$ cat src/rtl/fetch_queue.sv
// Instruction-fetch front end: keeps several SRAM requests in flight and queues in-order
// responses for decode; redirects flush the queue and discard responses still in flight.
module fetch_queue #(
  parameter int          DEPTH           = 4,
  parameter int          MAX_OUTSTANDING = 2,
  parameter logic [31:0] RESET_PC        = 32'hBFC00000
) (
  input  logic        clk,
  input  logic        resetn,
  input  logic        redirect_valid,
  input  logic [31:0] redirect_pc,
  output logic        inst_sram_req,
  output logic [31:0] inst_sram_addr,
  input  logic        inst_sram_ready,
  input  logic        inst_sram_rvalid,
  input  logic [31:0] inst_sram_rdata,
  input  logic        inst_sram_addressError,
  input  logic        inst_sram_tlb_miss,
  input  logic        inst_sram_tlb_invalid,
  output logic        inst_valid,
  input  logic        inst_ready,
  output logic [31:0] inst_pc,
  output logic [31:0] inst_data,
  output logic        inst_addressError,
  output logic        inst_tlb_miss,
  output logic        inst_tlb_invalid
);
  localparam int QW = $clog2(DEPTH);
  localparam int CW = QW + 1;
  localparam int OW = $clog2(MAX_OUTSTANDING + 1);
  localparam int TW = (MAX_OUTSTANDING > 1) ? $clog2(MAX_OUTSTANDING) : 1;
  localparam int RW = ((CW > OW) ? CW : OW) + 1;

  logic          run_q;
  logic [31:0]   fetch_pc_q, fetch_pc_d;
  logic          halt_q, halt_d;
  logic [OW-1:0] live_q, live_d;
  logic [OW-1:0] drop_q, drop_d;
  logic [TW-1:0] tag_wr_q, tag_wr_d;
  logic [TW-1:0] tag_rd_q, tag_rd_d;
  logic [QW-1:0] head_q, head_d;
  logic [QW-1:0] tail_q, tail_d;
  logic [CW-1:0] cnt_q, cnt_d;

  logic [31:0] tag_mem [MAX_OUTSTANDING];
  logic [31:0] q_pc    [DEPTH];
  logic [31:0] q_data  [DEPTH];
  logic [2:0]  q_flt   [DEPTH];

  logic [OW:0]   inflight;
  logic [RW-1:0] reserved;
  logic          aligned, accept, rsp_keep, mis_push, push, pop;
  logic [31:0]   push_pc, push_data;
  logic [2:0]    push_flt;

  function automatic logic [TW-1:0] tag_next(input logic [TW-1:0] p);
    return (p == TW'(MAX_OUTSTANDING - 1)) ? '0 : p + TW'(1);
  endfunction

  // Queue slots are reserved at issue time (count + live), so a kept response always has room.
  always_comb begin
    inflight      = (OW+1)'(live_q) + (OW+1)'(drop_q);
    reserved      = RW'(cnt_q) + RW'(live_q);
    aligned       = (fetch_pc_q[1:0] == 2'b00);
    inst_sram_req = run_q && !halt_q && !redirect_valid && aligned
                    && (inflight < (OW+1)'(MAX_OUTSTANDING))
                    && (reserved < RW'(DEPTH));
    accept        = inst_sram_req && inst_sram_ready;
    rsp_keep      = inst_sram_rvalid && (drop_q == '0) && (live_q != '0);
    mis_push      = run_q && !halt_q && !aligned && (live_q == '0)
                    && (cnt_q != CW'(DEPTH)) && !redirect_valid;
    push          = (rsp_keep && !redirect_valid) || mis_push;
    pop           = inst_valid && inst_ready;
    push_pc       = rsp_keep ? tag_mem[tag_rd_q] : fetch_pc_q;
    push_data     = rsp_keep ? inst_sram_rdata : 32'h0;
    push_flt      = rsp_keep ? {inst_sram_addressError, inst_sram_tlb_miss, inst_sram_tlb_invalid}
                             : 3'b100;
  end

  always_comb begin
    fetch_pc_d = fetch_pc_q;
    halt_d     = halt_q;
    live_d     = live_q;
    drop_d     = drop_q;
    tag_wr_d   = tag_wr_q;
    tag_rd_d   = tag_rd_q;
    head_d     = head_q;
    tail_d     = tail_q;
    cnt_d      = cnt_q;
    if (redirect_valid) begin
      // Everything still in flight becomes a discard; one arriving right now is already gone.
      fetch_pc_d = redirect_pc;
      halt_d     = 1'b0;
      drop_d     = OW'(inflight - ((inst_sram_rvalid && (inflight != '0)) ? (OW+1)'(1) : '0));
      live_d     = '0;
      tag_wr_d   = '0;
      tag_rd_d   = '0;
      head_d     = '0;
      tail_d     = '0;
      cnt_d      = '0;
    end else begin
      if (accept) begin
        fetch_pc_d = fetch_pc_q + 32'd4;
        tag_wr_d   = tag_next(tag_wr_q);
      end
      if (rsp_keep) tag_rd_d = tag_next(tag_rd_q);
      if (inst_sram_rvalid && (drop_q != '0)) drop_d = drop_q - OW'(1);
      live_d = live_q + OW'(accept) - OW'(rsp_keep);
      if (push) tail_d = tail_q + QW'(1);
      if (pop) head_d = head_q + QW'(1);
      cnt_d = cnt_q + CW'(push) - CW'(pop);
      if (push && (push_flt != 3'b000)) halt_d = 1'b1;
    end
  end

  // run_q holds off the first request until the cycle after reset release.
  always_ff @(posedge clk or negedge resetn) begin
    if (!resetn) begin
      run_q      <= 1'b0;
      fetch_pc_q <= RESET_PC;
      halt_q     <= 1'b0;
      live_q     <= '0;
      drop_q     <= '0;
      tag_wr_q   <= '0;
      tag_rd_q   <= '0;
      head_q     <= '0;
      tail_q     <= '0;
      cnt_q      <= '0;
    end else begin
      run_q      <= 1'b1;
      fetch_pc_q <= fetch_pc_d;
      halt_q     <= halt_d;
      live_q     <= live_d;
      drop_q     <= drop_d;
      tag_wr_q   <= tag_wr_d;
      tag_rd_q   <= tag_rd_d;
      head_q     <= head_d;
      tail_q     <= tail_d;
      cnt_q      <= cnt_d;
    end
  end

  always_ff @(posedge clk) begin
    if (accept) tag_mem[tag_wr_q] <= fetch_pc_q;
    if (push) begin
      q_pc[tail_q]   <= push_pc;
      q_data[tail_q] <= push_data;
      q_flt[tail_q]  <= push_flt;
    end
  end

  assign inst_valid     = (cnt_q != '0);
  assign inst_sram_addr = inst_sram_req ? fetch_pc_q : 32'h0;
  assign inst_pc        = inst_valid ? q_pc[head_q] : 32'h0;
  assign inst_data      = inst_valid ? q_data[head_q] : 32'h0;
  assign {inst_addressError, inst_tlb_miss, inst_tlb_invalid} = inst_valid ? q_flt[head_q] : 3'b000;
endmodule

$ cat config.mk
export PLATFORM = sky130hd
export DESIGN_NAME = fetch_queue
export DESIGN_NICKNAME = d
export VERILOG_FILES = /design/src/rtl/fetch_queue.sv
export SDC_FILE = /design/constraint.sdc
export NUM_CORES = 1
export LEC_CHECK = 0
export BUFFER_PORTS_ARGS = -buffer_cell sky130_fd_sc_hd__buf_2
export CORE_UTILIZATION = 55
export CTS_BUF_LIST = sky130_fd_sc_hd__clkbuf_16
export DETAILED_ROUTE_END_ITERATION = 6
export GPL_TIMING_DRIVEN = 0
export PLACE_DENSITY = 0.77
export SYNTH_ARGS = -nofsm -noshare
export SYNTH_HDL_FRONTEND = slang
export SYNTH_SLANG_ARGS = --single-unit
$ cat constraint.sdc
create_clock -name clk -period 7.5 [get_ports clk]
set_input_delay 0 -clock clk [delete_from_list [all_inputs] [get_ports clk]]
set_output_delay 0 -clock clk [all_outputs]
set_load 0.05 [all_outputs]
==> summary.md, run 1 <==
| Metric | Value |
|---|---|
| Outcome | `complete, no violations` |
| Fmax | `around 270 MHz` |
| DR pass1 iterations | `5` |
| Post-layout minimum cycle time | `~3700 ps` |
| R2R Path End | `live_q[1]` |
| Die Width | `roughly 170 µm` |
| Htree depth | `2` |
| Crit-path slowest cell | `fa_1` |
| Power Internal | `roughly 0.0042 W` |
| Syn_area_per_cell | `between 15 and 20 µm²` |
| Cells after Synth | `994` |
| Final WL | `35600 µm` |
| Stages on worst setup path | `15` |
| Clock power frac | `between 30% and 40%` |
| Bufs and invs on worst path | `5` |
| CTS tree | `yes` |
| Startpoint type of the worst setup path | `flop` |
| Max_cap viols | `0` |
| Share of the synthesized area in the top cell type | `between 60 and 70%` |
| CTS Buffer Depth | `3` |
| Final Cycle Share | `just under 50%` |
| Worst flop-to-flop path startpoint | `live_q[0]` |
| Synth cell types | `between 50 and 60` |
| First-pass GRT wire length | `55700 µm` |
| CP Class | `reg -> reg` |
| Port bufs | `170` |
| Layout cell share with drive strength beyond 1 | `roughly 26%` |
| Diodes inserted | `0` |
| Clk_skew | `16.5 ps` |
| Largest net degree at the start of global routing | `48` |
| Synth warn | `0` |
| Wire per inst | `roughly 21 µm` |
| Post-synth EDFFs | `~330` |
| Root buf cell | `clkbuf_16` |
| Total GRT Usage | `between 20% and 30%` |
| Worst setup EP type | `flop` |
| Total CTS buffers | `39` |
| Worst skew pair latency | `between 500 and 600 ps` |
| Vias/cell | `about 5.7` |
| Dominant synthesized flop cell | `edfxtp_1` |
| Post-CTS sizing | `0` |
| Setup crit start | `live_q[0]` |
| Post-route cell area | `0.0195 mm²` |
| Hold Path Origin | `inst_ready` |
| Sequential power share | `a little under 40%` |
| Worst Hold Path EP | `head_q[0]` |
| Fin Hold WS | `between 2 and 3 ps` |
| Comb power frac | `29.7%` |
| Area growth, synth to finish | `21.9%` |
| RSZ-0062 raised after global routing | `false` |
| Final Power | `0.00631 W` |
| Cell depth of the worst hold path | `4` |
| CP required | `7880 ps` |
| Max-slew headroom | `between 20% and 30%` |
| TNS Setup | `0 ps` |
| Final Util | `between 60% and 70%` |
| Crit-path max FO | `10` |
| Die area | `0.0298 mm²` |
| Hold Vio Cnt, Final | `0` |
| Clock sink count | `roughly 380` |
| I/O pins | `between 150 and 200` |
| Layout Nets | `~1400` |
| Antenna violations before repair | `0` |
| Slew Limit Fails | `0` |
| Cell mode on critical path | `ha_1` |
| Global route total overflow | `0` |
| Count leader, synth | `edfxtp_1` |
| Sequential element share of the synthesized area | `between 60 and 70%` |
| Placed Area | `around 0.017 mm²` |
| Max stage delay on crit path | `about 550 ps` |
| Switching power share of the total | `roughly a third` |
| Data arrival time of the critical path | `4050 ps` |
| Crit-path cells | `ha_1 > inv_1 > fa_1 > and4b_1 > nand2_1 > nor2_4 > inv_2 > clkbuf_1 > clkbuf_1 > ha_1 > inv_1 > ha_1 > xnor2_1 > xnor2_1 > nor2_1` |
| Switching power | `approximately 0.0021 W` |
| Core area | `about 0.029 mm²` |
| Maximum VDD drop | `approximately 0.21 mV` |
| R2R cell count | `15` |
| Initial Util | `~56%` |
| Dpl hpwl | `22500 µm` |
| Slew of the pin with the lowest slew margin | `approximately 1100 ps` |
| R2r setup slk | `between 3000 and 4000 ps` |
| Critical path's top delay family | `adder cells` |
| Worst hold path class | `in -> reg` |
| Die Span Y | `approximately 170 µm` |
| FF+latch count, synth | `379` |
| Clk slew on worst S/H paths | `~60 ps` |
| DR iter-0 viols | `782` |
| Leak Pwr | `a little over 7 nW` |
| Antenna violation net count after detailed routing | `0` |
| Drc violations | `0` |
| Vias in the first global route | `between 9000 and 10000` |
| Cell area after synthesis | `about 0.016 mm²` |
| FFs w/ async S/R, synth | `between 10% and 20%` |
| Most frequent cells after synthesis | `edfxtp_1 (332), and2_1 (139), mux4_2 (67), nand2_1 (66), o21ai_0 (50)` |
| P per Cell Area | `roughly 320 mW/mm²` |
| Gpl congestion | `about 0.92` |
| Largest cells by area after synthesis | `edfxtp_1 (62%), mux4_2 (9.4%), dfrtp_1 (5.9%)` |
| Post-synth top area cell | `edfxtp_1` |
| DR vias | `9742` |
| # rows | `62` |
| Final setup viols | `0` |
cell usage in the layout, fill, tap and decap left out, types with 8 or more instances in the layout:
master / n
edfxtp_1: 332
buf_2: 180
and2_1: 135
nand2_1: 66
dfstp_2: 9
o21ai_0: 50
xnor2_1: 16
mux2i_1: 34
nor4_1: 14
nand4_1: 8
dfrtp_1: 38
ha_1: 13
nand3_1: 12
inv_1: 29
nor2_1: 24
clkbuf_1: 39
or3_1: 11
xor2_1: 8
dlygate4sd3_1: 71
mux4_2: 67
clkbuf_16: 41
state kept, by name, summed over array words and instances (netlist names):
| name | count |
|---|---|
| fetch_pc_q | 32 |
| q_data | 128 |
| live_q | 2 |
| tag_wr_q | 1 |
| tail_q | 2 |
| q_flt | 12 |
| head_q | 2 |
| drop_q | 2 |
| tag_mem | 64 |
| run_q | 1 |
| halt_q | 1 |
| tag_rd_q | 1 |
| cnt_q | 3 |
| q_pc | 128 |
metrics by stage:
stage               cells  worst slack [ps]
floorplan             995              3640
global placement     1549              2040
detailed placement   1554              3860
CTS                  1696              3810
global route         1696              3520
finish               1696              3830
worst max-delay path by stage:
stage | endpoint
final | live_q[1]
after global routing | cnt_q[2]
after CTS | cnt_q[2]
after detailed placement | cnt_q[2]
after global placement | q_pc[0][12]
after floorplan | tag_mem[0][0]
layer usage:
layer,vias to the layer above,routed length (µm),GRT usage [%]
met2,442,17500,40.4
met4,0,642,6.12
li1,4361,-,-
met1,4884,14700,33.9
met5,-,0,0
met3,55,2840,4.27
layout make-up:
type | count | area (µm²)
Buffer | 56 | 230
Clock buffer | 41 | 1030
Clock inverter | 30 | 290
Fill cell | 1968 | 9180
Inverter | 19 | 71.3
Multi-Input combinational cell | 541 | 4590
Sequential cell | 379 | 11200
Tap cell | 384 | 480
Timing Repair Buffer | 246 | 1680
timing repair:
| action | 4_1_cts | 5_1_grt |
|---|---|---|
| hold buffers | 71 | 0 |
| endpoints found under the hold margin | 212 | 0 |
| buffers inserted | 0 | 0 |
worst reg2reg max path: stages, from the launching register on:
cell and delay (ps):
dfrtp_1 440, ha_1 170, inv_1 50, fa_1 550, and4b_1 330, nand2_1 140
nor2_4 300, inv_2 60, clkbuf_1 220, clkbuf_1 340, ha_1 380, inv_1 50
ha_1 180, xnor2_1 160, xnor2_1 130, nor2_1 50
logic make-up (layout without fill, tap and decap cells):
family,Yosys count,in the layout,share of synthesized area (%)
xor+xnor,24,24,1.31
mux,105,105,11.8
fa+ha+maj,15,15,1.27
buf+inv,75,392,1.88
simple gates,308,308,10.8
compound gates,86,86,3.23
flops,379,379,69.6
other cells,2,3,0.0469
power by group through the flow:
stage	combinational, W	clock (W)	sequential, W
2_1_floorplan	0.00142	0	0.00250
3_3_place_gp	0.00183	0	0.00252
3_5_place_dp	0.00186	0	0.00252
4_1_cts	0.00190	0.00198	0.00248
5_1_grt	0.00200	0.00206	0.00249
6_report	0.00188	0.00196	0.00248
Power figures use the tool's default switching activity.
==> run 2: changes to the inputs <==
--- a/config.mk
+++ b/config.mk
@@ -5,12 +5,13 @@
 export SDC_FILE = /design/constraint.sdc
 export NUM_CORES = 1
 export LEC_CHECK = 0
+export ABC_AREA = 1
 export BUFFER_PORTS_ARGS = -buffer_cell sky130_fd_sc_hd__buf_2
-export CORE_UTILIZATION = 55
+export CORE_UTILIZATION = 53
 export CTS_BUF_LIST = sky130_fd_sc_hd__clkbuf_16
 export DETAILED_ROUTE_END_ITERATION = 6
 export GPL_TIMING_DRIVEN = 0
-export PLACE_DENSITY = 0.77
+export PLACE_DENSITY = 0.78
 export SYNTH_ARGS = -nofsm -noshare
 export SYNTH_HDL_FRONTEND = slang
 export SYNTH_SLANG_ARGS = --single-unit
==> constraint.sdc (replaced) <==
create_clock -name clk -period 2.9 [get_ports clk]
set_input_delay 0 -clock clk [delete_from_list [all_inputs] [get_ports clk]]
set_output_delay 0 -clock clk [all_outputs]
set_load 0.05 [all_outputs]
==> run 2 against run 1 <==
The flow now finishes with violations (DRC). Final area grew 5.6%. Sequential cell count unchanged. Synthesized cell count up 64%. Worst hold slack improved by 43 ps. Routed wire length increased by 26%. Total power grew to 2.6 times the previous value. Highest routed layer unchanged.
==> summary.md, run 2 <==
| Metric | Value |
|---|---|
| Non-Filler Instances | `2361 (was 1696)` |
| First-pass GRT wire length | `69000 µm (was 55700 µm)` |
| Synth warn | `0 (unchanged)` |
| Cell area after synthesis | `0.0168 mm² (was 0.0160 mm²)` |
| Placed insts | `2203 (was 1554)` |
| Slew Limit Fails | `0 (unchanged)` |
| Most frequent cells after synthesis | `nor2_1 (400), edfxtp_1 (332), nand2_1 (207), o21ai_0 (191), inv_1 (143) (was edfxtp_1 (332), and2_1 (139), mux4_2 (67), nand2_1 (66), o21ai_0 (50))` |
| Wire per inst | `19.1 µm (was 21.0 µm)` |
| DR vias | `13074 (was 9742)` |
| Met1 Usage GRT | `36.4% (was 33.9%)` |
| Die area | `0.0323 mm² (was 0.0298 mm²)` |
| DR pass1 iterations | `7 (was 5)` |
| FILL cells | `2203 (was 1968)` |
| Startpoint type of the worst setup path | `flop (unchanged)` |
| P per Cell Area | `811 mW/mm² (was 323 mW/mm²)` |
| Final Cycle Share | `a little over nine tenths` |
| Total GRT Usage | `27.6% (was 24.4%)` |
| Vias/cell | `5.54 (was 5.74)` |
| # rows | `64 (was 62)` |
| Busiest grt layer | `met2 (unchanged)` |
| Count leader, synth | `nor2_1 (was edfxtp_1)` |
| Most frequent cells in the layout | `nor2_1 (379), edfxtp_1 (332), nand2_1 (207) (was edfxtp_1 (332), buf_2 (180), and2_1 (135))` |
| Post-route setup slack | `64.5 ps (was 3830 ps)` |
| Htree depth | `2 (unchanged)` |
| Port bufs | `171 (was 170)` |
| Largest net degree at the start of global routing | `48 (unchanged)` |
| Cells after Synth | `1627 (was 994)` |
| Clk_skew | `22.5 ps (was 16.5 ps)` |
| RSZ-0062 raised after global routing | `true (was false)` |
| Synth cell types | `32 (was 58)` |
| Antenna violations before repair | `0 (unchanged)` |
| Final Power | `0.0167 W (was 0.00631 W)` |
| Crit-path max FO | `10 (unchanged)` |
| Slew of the pin with the lowest slew margin | `1210 ps (was 1130 ps)` |
| Final setup viols | `0 (unchanged)` |
| CP Class | `reg -> out (was reg -> reg)` |
| Final WL | `45100 µm (was 35600 µm)` |
| CP required | `2900 ps (was 7880 ps)` |
| Max_cap viols | `0 (unchanged)` |
| Maximum VDD drop | `0.465 mV (was 0.211 mV)` |
| Data arrival time of the critical path | `2840 ps (was 4050 ps)` |
| DR iter-0 viols | `1501 (was 782)` |
| Outcome | `finished, violations left (was complete, no violations)` |
| Area growth, synth to finish | `23.1% (was 21.9%)` |
| Layout cell share with drive strength beyond 1 | `17.8% (was 25.7%)` |
| Post-layout minimum cycle time | `roughly 2800 ps` |
| Met2 Use GR | `46.6% (was 40.4%)` |
| Largest regs | `q_data (128), q_pc (128), tag_mem (64) (unchanged)` |
| Syn_area_per_cell | `10.3 µm² (was 16.1 µm²)` |
| Failing checks | `DRC` |
| Dpl hpwl | `29500 µm (was 22500 µm)` |
| Antenna violation net count after detailed routing | `0 (unchanged)` |
| Largest cells by area after synthesis | `edfxtp_1 (59%), nor2_1 (9.0%), o21ai_0 (5.7%) (was edfxtp_1 (62%), mux4_2 (9.4%), dfrtp_1 (5.9%))` |
| Placed Area | `0.0183 mm² (was 0.0175 mm²)` |
| Hold Vio Cnt, Final | `0 (unchanged)` |
| Post-synth EDFFs | `332 (unchanged)` |
| Max-slew headroom | `19.2% (was 24.6%)` |
| Die Width | `180 µm (was 173 µm)` |
| Core area | `0.0308 mm² (was 0.0287 mm²)` |
| Clk slew on worst S/H paths | `60 ps (about the same)` |
| Layout Nets | `2022 (was 1370)` |
| FFs w/ async S/R, synth | `12.4% (unchanged)` |
| Root buf cell | `clkbuf_16 (unchanged)` |
| I/O pins | `174 (unchanged)` |
| Global route total overflow | `0 (unchanged)` |
| Initial Util | `54.4% (was 55.8%)` |
| Dominant synthesized flop cell | `edfxtp_1 (unchanged)` |
| Share of the synthesized area in the top cell type | `59.5% (was 62.2%)` |
| Fmax | `roughly 350 MHz` |
| Die Span Y | `180 µm (was 173 µm)` |
| Vias in the first global route | `12585 (was 9935)` |
| Gpl congestion | `0.915 (was 0.919)` |
| Worst skew pair latency | `550 ps (was 520 ps)` |
| CTS Buffer Depth | `3 (unchanged)` |
| Sequential element share of the synthesized area | `66.6% (was 69.6%)` |
| Leak Pwr | `8.21 nW (was 7.15 nW)` |
| CTS tree | `yes (unchanged)` |
| Drc violations | `17 (was 0)` |
| Worst setup EP type | `output pin (was flop)` |
| Post-synth top area cell | `edfxtp_1 (unchanged)` |
| DP Worst Slack | `-489 ps (was 3860 ps)` |
| Grt met3 use | `4.36% (was 4.27%)` |
| Commonest non-fill, non-tap cell in the layout | `nor2_1 (was edfxtp_1)` |
| Total CTS buffers | `39 (unchanged)` |
| TNS Setup | `0 ps (unchanged)` |
| FF+latch count, synth | `379 (unchanged)` |
| Worst hold path class | `in -> reg (unchanged)` |
| Diodes inserted | `0 (unchanged)` |
| Post-route cell area | `0.0206 mm² (was 0.0195 mm²)` |
| Clock sink count | `379 (unchanged)` |
[run 2: power by group]
group	total, W	switching, W	internal, W
Clock	0.00477	0.00211	0.00266
Sequential	0.00647	0.000182	0.00628
Combinational	0.00548	0.00422	0.00126
[run 2: layout make-up]
type                       instances  area, µm²  area share [%]
timing repair buffer             263       2030            9.82
timing repair inverter             1       7.51          0.0364
sequential                       379      11200            54.1
buffer                            85        422            2.04
clock buffer                      39        976            4.73
multi-input combinational       1016       4730            22.9
clock inverter                    33        244            1.18
inverter                         149        567            2.75
tap                              396        495            2.40
[run 2: per-stage QoR]
step           util, %  hold slack, ps
2_1_floorplan        -            -296
3_3_place_gp      58.8             222
3_5_place_dp      59.4             227
4_1_cts           66.1            7.52
5_1_grt           66.9            41.8
6_report          66.9            45.9
[run 2: cells by family (layout without fill, tap and decap cells)]
| group | Yosys count | count (layout) | share of synthesized area (%) |
|---|---|---|---|
| and+or+nand+nor | 676 | 677 | 16.0 |
| AOI/OAI and AO/OA | 312 | 312 | 9.89 |
| xor gates and xnor gates | 9 | 9 | 0.470 |
| buffers and inverters | 234 | 570 | 5.84 |
| other | 2 | 3 | 0.0448 |
| DFF | 379 | 379 | 66.6 |
| adders and majority gates | 15 | 15 | 1.21 |
[run 2: per-layer routing]
| metal | wire [µm] | up-vias |
|---|---|---|
| met4 | 1300 | 0 |
| met1 | 17800 | 6192 |
| met3 | 3980 | 118 |
| met2 | 22000 | 674 |
| li1 | - | 6090 |
| met5 | 0 | - |
[run 2: final timing paths]
| check | depth (start not counted) | start | endpoint | slack [ps] |
|---|---|---|---|---|
| max reg2reg | 10 | live_q[0] | tag_mem[1][16] | 120 |
| min | 6 | inst_sram_ready | fetch_pc_q[31] | 50 |
| min reg2reg | 0 | fetch_pc_q[1] | tag_mem[1][1] | 480 |
| max | 13 | live_q[0] | inst_sram_addr[31] | 60 |
| max in group asynchronous | 2 | resetn | halt_q | 1890 |
| min in group asynchronous | 2 | resetn | fetch_pc_q[21] | 240 |
[run 2: timing repair]
item	in CTS	in global routing
hold endpoints to repair	214	0
hold buffers	76	0
setup buffers	3	5
endpoints found under the setup margin	142	68
gates cloned	2	0
pin swaps	3	1
gates resized for setup	16	90
[run 2: worst max-delay path, cell delays in order (launching register included)]
cell and delay [ps]:
dfrtp_1 360, ha_1 150, inv_1 50, fa_1 520
nand2_1 70, inv_1 80, nand2_1 100, nor2_4 130
inv_1 60, nor2_2 120, inv_2 90, buf_2 200
nor2_1 170, buf_6 180
==> run 3: changes to the inputs <==
--- a/config.mk
+++ b/config.mk
@@ -15,3 +15,4 @@
 export SYNTH_ARGS = -nofsm -noshare
 export SYNTH_HDL_FRONTEND = slang
 export SYNTH_SLANG_ARGS = --single-unit
+export TNS_END_PERCENT = 20
==> constraint.sdc (replaced) <==
create_clock -name clk -period 2.3 [get_ports clk]
set_input_delay 0 -clock clk [delete_from_list [all_inputs] [get_ports clk]]
set_output_delay 0 -clock clk [all_outputs]
set_load 0.05 [all_outputs]
==> run 3 against run 2 <==
The flow finishes with violations (DRC, setup timing). First-iteration DRC count decreased by 4.5%. Sequential power grew 26%. Largest power group unchanged. Core utilization rose by 2.7 points. Final area up 4.1%. Clock skew down 3.6 ps. Sequential share of layout area is 2.1 points lower.
==> summary.md, run 3 (synthesis gave the netlist of run 2 again) <==
| Metric | Value |
|---|---|
| DR iter-0 viols | `1433 (was 1501)` |
| Commonest non-fill, non-tap cell in the layout | `nor2_1 (unchanged)` |
| First-pass GRT wire length | `73600 µm (was 69000 µm)` |
| Vias/cell | `5.64 (was 5.54)` |
| Largest regs | `q_data (128), q_pc (128), tag_mem (64) (unchanged)` |
| I/O pins | `174 (unchanged)` |
| Total CTS buffers | `39 (unchanged)` |
| P per Cell Area | `1030 mW/mm² (was 811 mW/mm²)` |
| Final WL | `47900 µm (was 45100 µm)` |
| DP Worst Slack | `-753 ps (was -489 ps)` |
| Crit-path max FO | `5 (was 10)` |
| Worst skew pair latency | `530 ps (was 550 ps)` |
| Worst setup EP type | `output pin (unchanged)` |
| Layout cell share with drive strength beyond 1 | `21.3% (was 17.8%)` |
| Slew of the pin with the lowest slew margin | `1200 ps (was 1210 ps)` |
| Most frequent cells in the layout | `nor2_1 (365), edfxtp_1 (332), nand2_1 (203) (was nor2_1 (379), edfxtp_1 (332), nand2_1 (207))` |
| Port bufs | `171 (unchanged)` |
| Core area | `0.0308 mm² (unchanged)` |
| FILL cells | `2098 (was 2203)` |
| R2R cell count | `16 (was 10)` |
| Diodes inserted | `0 (unchanged)` |
| Outcome | `finished, violations left (unchanged)` |
| Final Cycle Share | `117%` |
| Comb power frac | `33.9% (was 32.8%)` |
| Hold Vio Cnt, Final | `0 (unchanged)` |
| Wire per inst | `20.1 µm (was 19.1 µm)` |
| Clk slew on worst S/H paths | `60 ps (about the same)` |
| CTS tree | `yes (unchanged)` |
| Final Util | `69.6% (was 66.9%)` |
| Root buf cell | `clkbuf_16 (unchanged)` |
| Clock power frac | `29.1% (was 28.6%)` |
| Failing checks | `DRC, setup timing (was DRC)` |
| DR vias | `13410 (was 13074)` |
| Die Width | `180 µm (unchanged)` |
| Post-layout minimum cycle time | `~2700 ps` |
| Antenna violations before repair | `0 (unchanged)` |
| Die Span Y | `180 µm (unchanged)` |
| Slew Limit Fails | `0 (unchanged)` |
| Vias in the first global route | `13405 (was 12585)` |
| DR pass1 iterations | `7 (unchanged)` |
| CP required | `2300 ps (was 2900 ps)` |
| Total GRT Usage | `29.4% (was 27.6%)` |
| Clock sink count | `379 (unchanged)` |
| Gpl congestion | `0.900 (was 0.915)` |
| Fmax | `between 300 and 400 MHz` |
| Drc violations | `14 (was 17)` |
| Switching power share of the total | `38.2% (was 39.0%)` |
| RSZ-0062 raised after global routing | `true (unchanged)` |
| Register area | `0.0112 mm² (about the same)` |
| Max_cap viols | `0 (unchanged)` |
| Sequential power share | `36.9% (was 38.7%)` |
| Multi-input logic area | `0.00496 mm² (was 0.00473 mm²)` |
| Maximum VDD drop | `0.665 mV (was 0.465 mV)` |
| Clk_skew | `18.9 ps (was 22.5 ps)` |
| CTS Buffer Depth | `3 (unchanged)` |
| Htree depth | `2 (unchanged)` |
| Leak Pwr | `8.46 nW (was 8.21 nW)` |
| Worst hold path class | `in -> reg (unchanged)` |
| CP Class | `reg -> out (unchanged)` |
| Antenna violation net count after detailed routing | `0 (unchanged)` |
| Dpl hpwl | `29400 µm (was 29500 µm)` |
| Global route total overflow | `0 (unchanged)` |
| Layout Nets | `2041 (was 2022)` |
| Initial Util | `54.4% (unchanged)` |
| Area growth, synth to finish | `28.1% (was 23.1%)` |
| # rows | `64 (unchanged)` |
| Largest net degree at the start of global routing | `48 (unchanged)` |
| Cell depth of the worst hold path | `6 (unchanged)` |
| Startpoint type of the worst setup path | `flop (unchanged)` |
| Max-slew headroom | `20.2% (was 19.2%)` |
| Power Internal | `0.0137 W (was 0.0102 W)` |
| Post-route setup slack | `-387 ps (was 64.5 ps)` |
| Switching power | `0.00844 W (was 0.00651 W)` |
| Data arrival time of the critical path | `2690 ps (was 2840 ps)` |
| Die area | `0.0323 mm² (unchanged)` |
| Final setup viols | `232 (was 0)` |
==> run 3: cell types whose count changed in the layout (fill, tap and decap cells not counted), moves of 6 or more <==
cell	delta
buf_4	+24
clkbuf_4	+20
nor2_4	+15
clkbuf_1	-16
buf_2	-45
clkinv_2	-6
inv_1	-15
buf_6	+6
buf_8	+11
nor2_1	-14
clkinv_1	+9
clkbuf_2	+12
==> run 3: area by class of cell <==
class | count | area share [%]
Timing Repair Buffer | 280 | 11.3
Timing Repair inverter | 1 | 0.0350
Multi-Input combinational cell | 1018 | 23.1
Buffer | 85 | 2.52
Sequential cell | 379 | 52.0
Inverter | 149 | 2.72
Clock buffer | 39 | 4.55
Clock inverter | 32 | 1.50
Tap cell | 396 | 2.31
==> run 3: timing repair <==
action	in CTS	in global routing
hold buffers	71	0
pin swaps	9	9
gates resized for setup	158	76
endpoints found under the hold margin	213	0
cloned	6	1
setup buffers	22	5
endpoints found under the setup margin	430	324
==> run 3: per-stage QoR <==
stage | std cells | setup TNS (ps) | hold WS [ps] | total power [W] | area [µm²]
6_report | 2379 | -46200 | 57.3 | 0.0221 | 21500
3_5_place_dp | 2203 | -128650 | 225 | 0.0150 | 18400
4_1_cts | 2373 | -38110 | 48.6 | 0.0217 | 21200
2_1_floorplan | 1628 | -67290 | -296 | 0.0130 | 16900
5_1_grt | 2379 | -68000 | 66.4 | 0.0228 | 21500
3_3_place_gp | 2195 | -358160 | 222 | 0.0149 | 18200
==> run 3: worst paths after layout <==
kind | slack (ps) | from | endpoint
setup / recovery | -390 | live_q[0] | inst_sram_addr[13]
min in group asynchronous | 270 | resetn | head_q[1]
hold reg to reg | 490 | fetch_pc_q[0] | tag_mem[1][0]
hold / removal | 60 | inst_sram_ready | tag_wr_q
setup reg to reg | -380 | live_q[0] | tag_mem[0][8]
max in group asynchronous | 1210 | resetn | cnt_q[1]
==> run 3: power by group through the flow <==
stage | clock network (W) | registers, W | logic (W)
3_3_place_gp | 0 | 0.00828 | 0.00658
3_5_place_dp | 0 | 0.00829 | 0.00671
2_1_floorplan | 0 | 0.00821 | 0.00481
6_report | 0.00644 | 0.00816 | 0.00750
4_1_cts | 0.00643 | 0.00815 | 0.00717
5_1_grt | 0.00670 | 0.00819 | 0.00793
==> run 3: layer usage <==
| layer | routed length (µm) | track usage [%] |
|---|---|---|
| met1 | 18400 | 37.0 |
| met2 | 23800 | 50.7 |
| met3 | 3950 | 4.52 |
| met4 | 1770 | 12.9 |
| met5 | 0 | 0 |
==> run 3: worst max-delay path, cell delays in order (launching register included) <==
cell and delay (ps):
dfrtp_1 370, ha_2 180, inv_2 40, fa_1 510
nand2_1 80, inv_2 80, nand2_2 70, nor2_4 110
inv_2 50, nor2_4 130, inv_4 100, clkbuf_16 190
nor2_4 100, buf_8 150
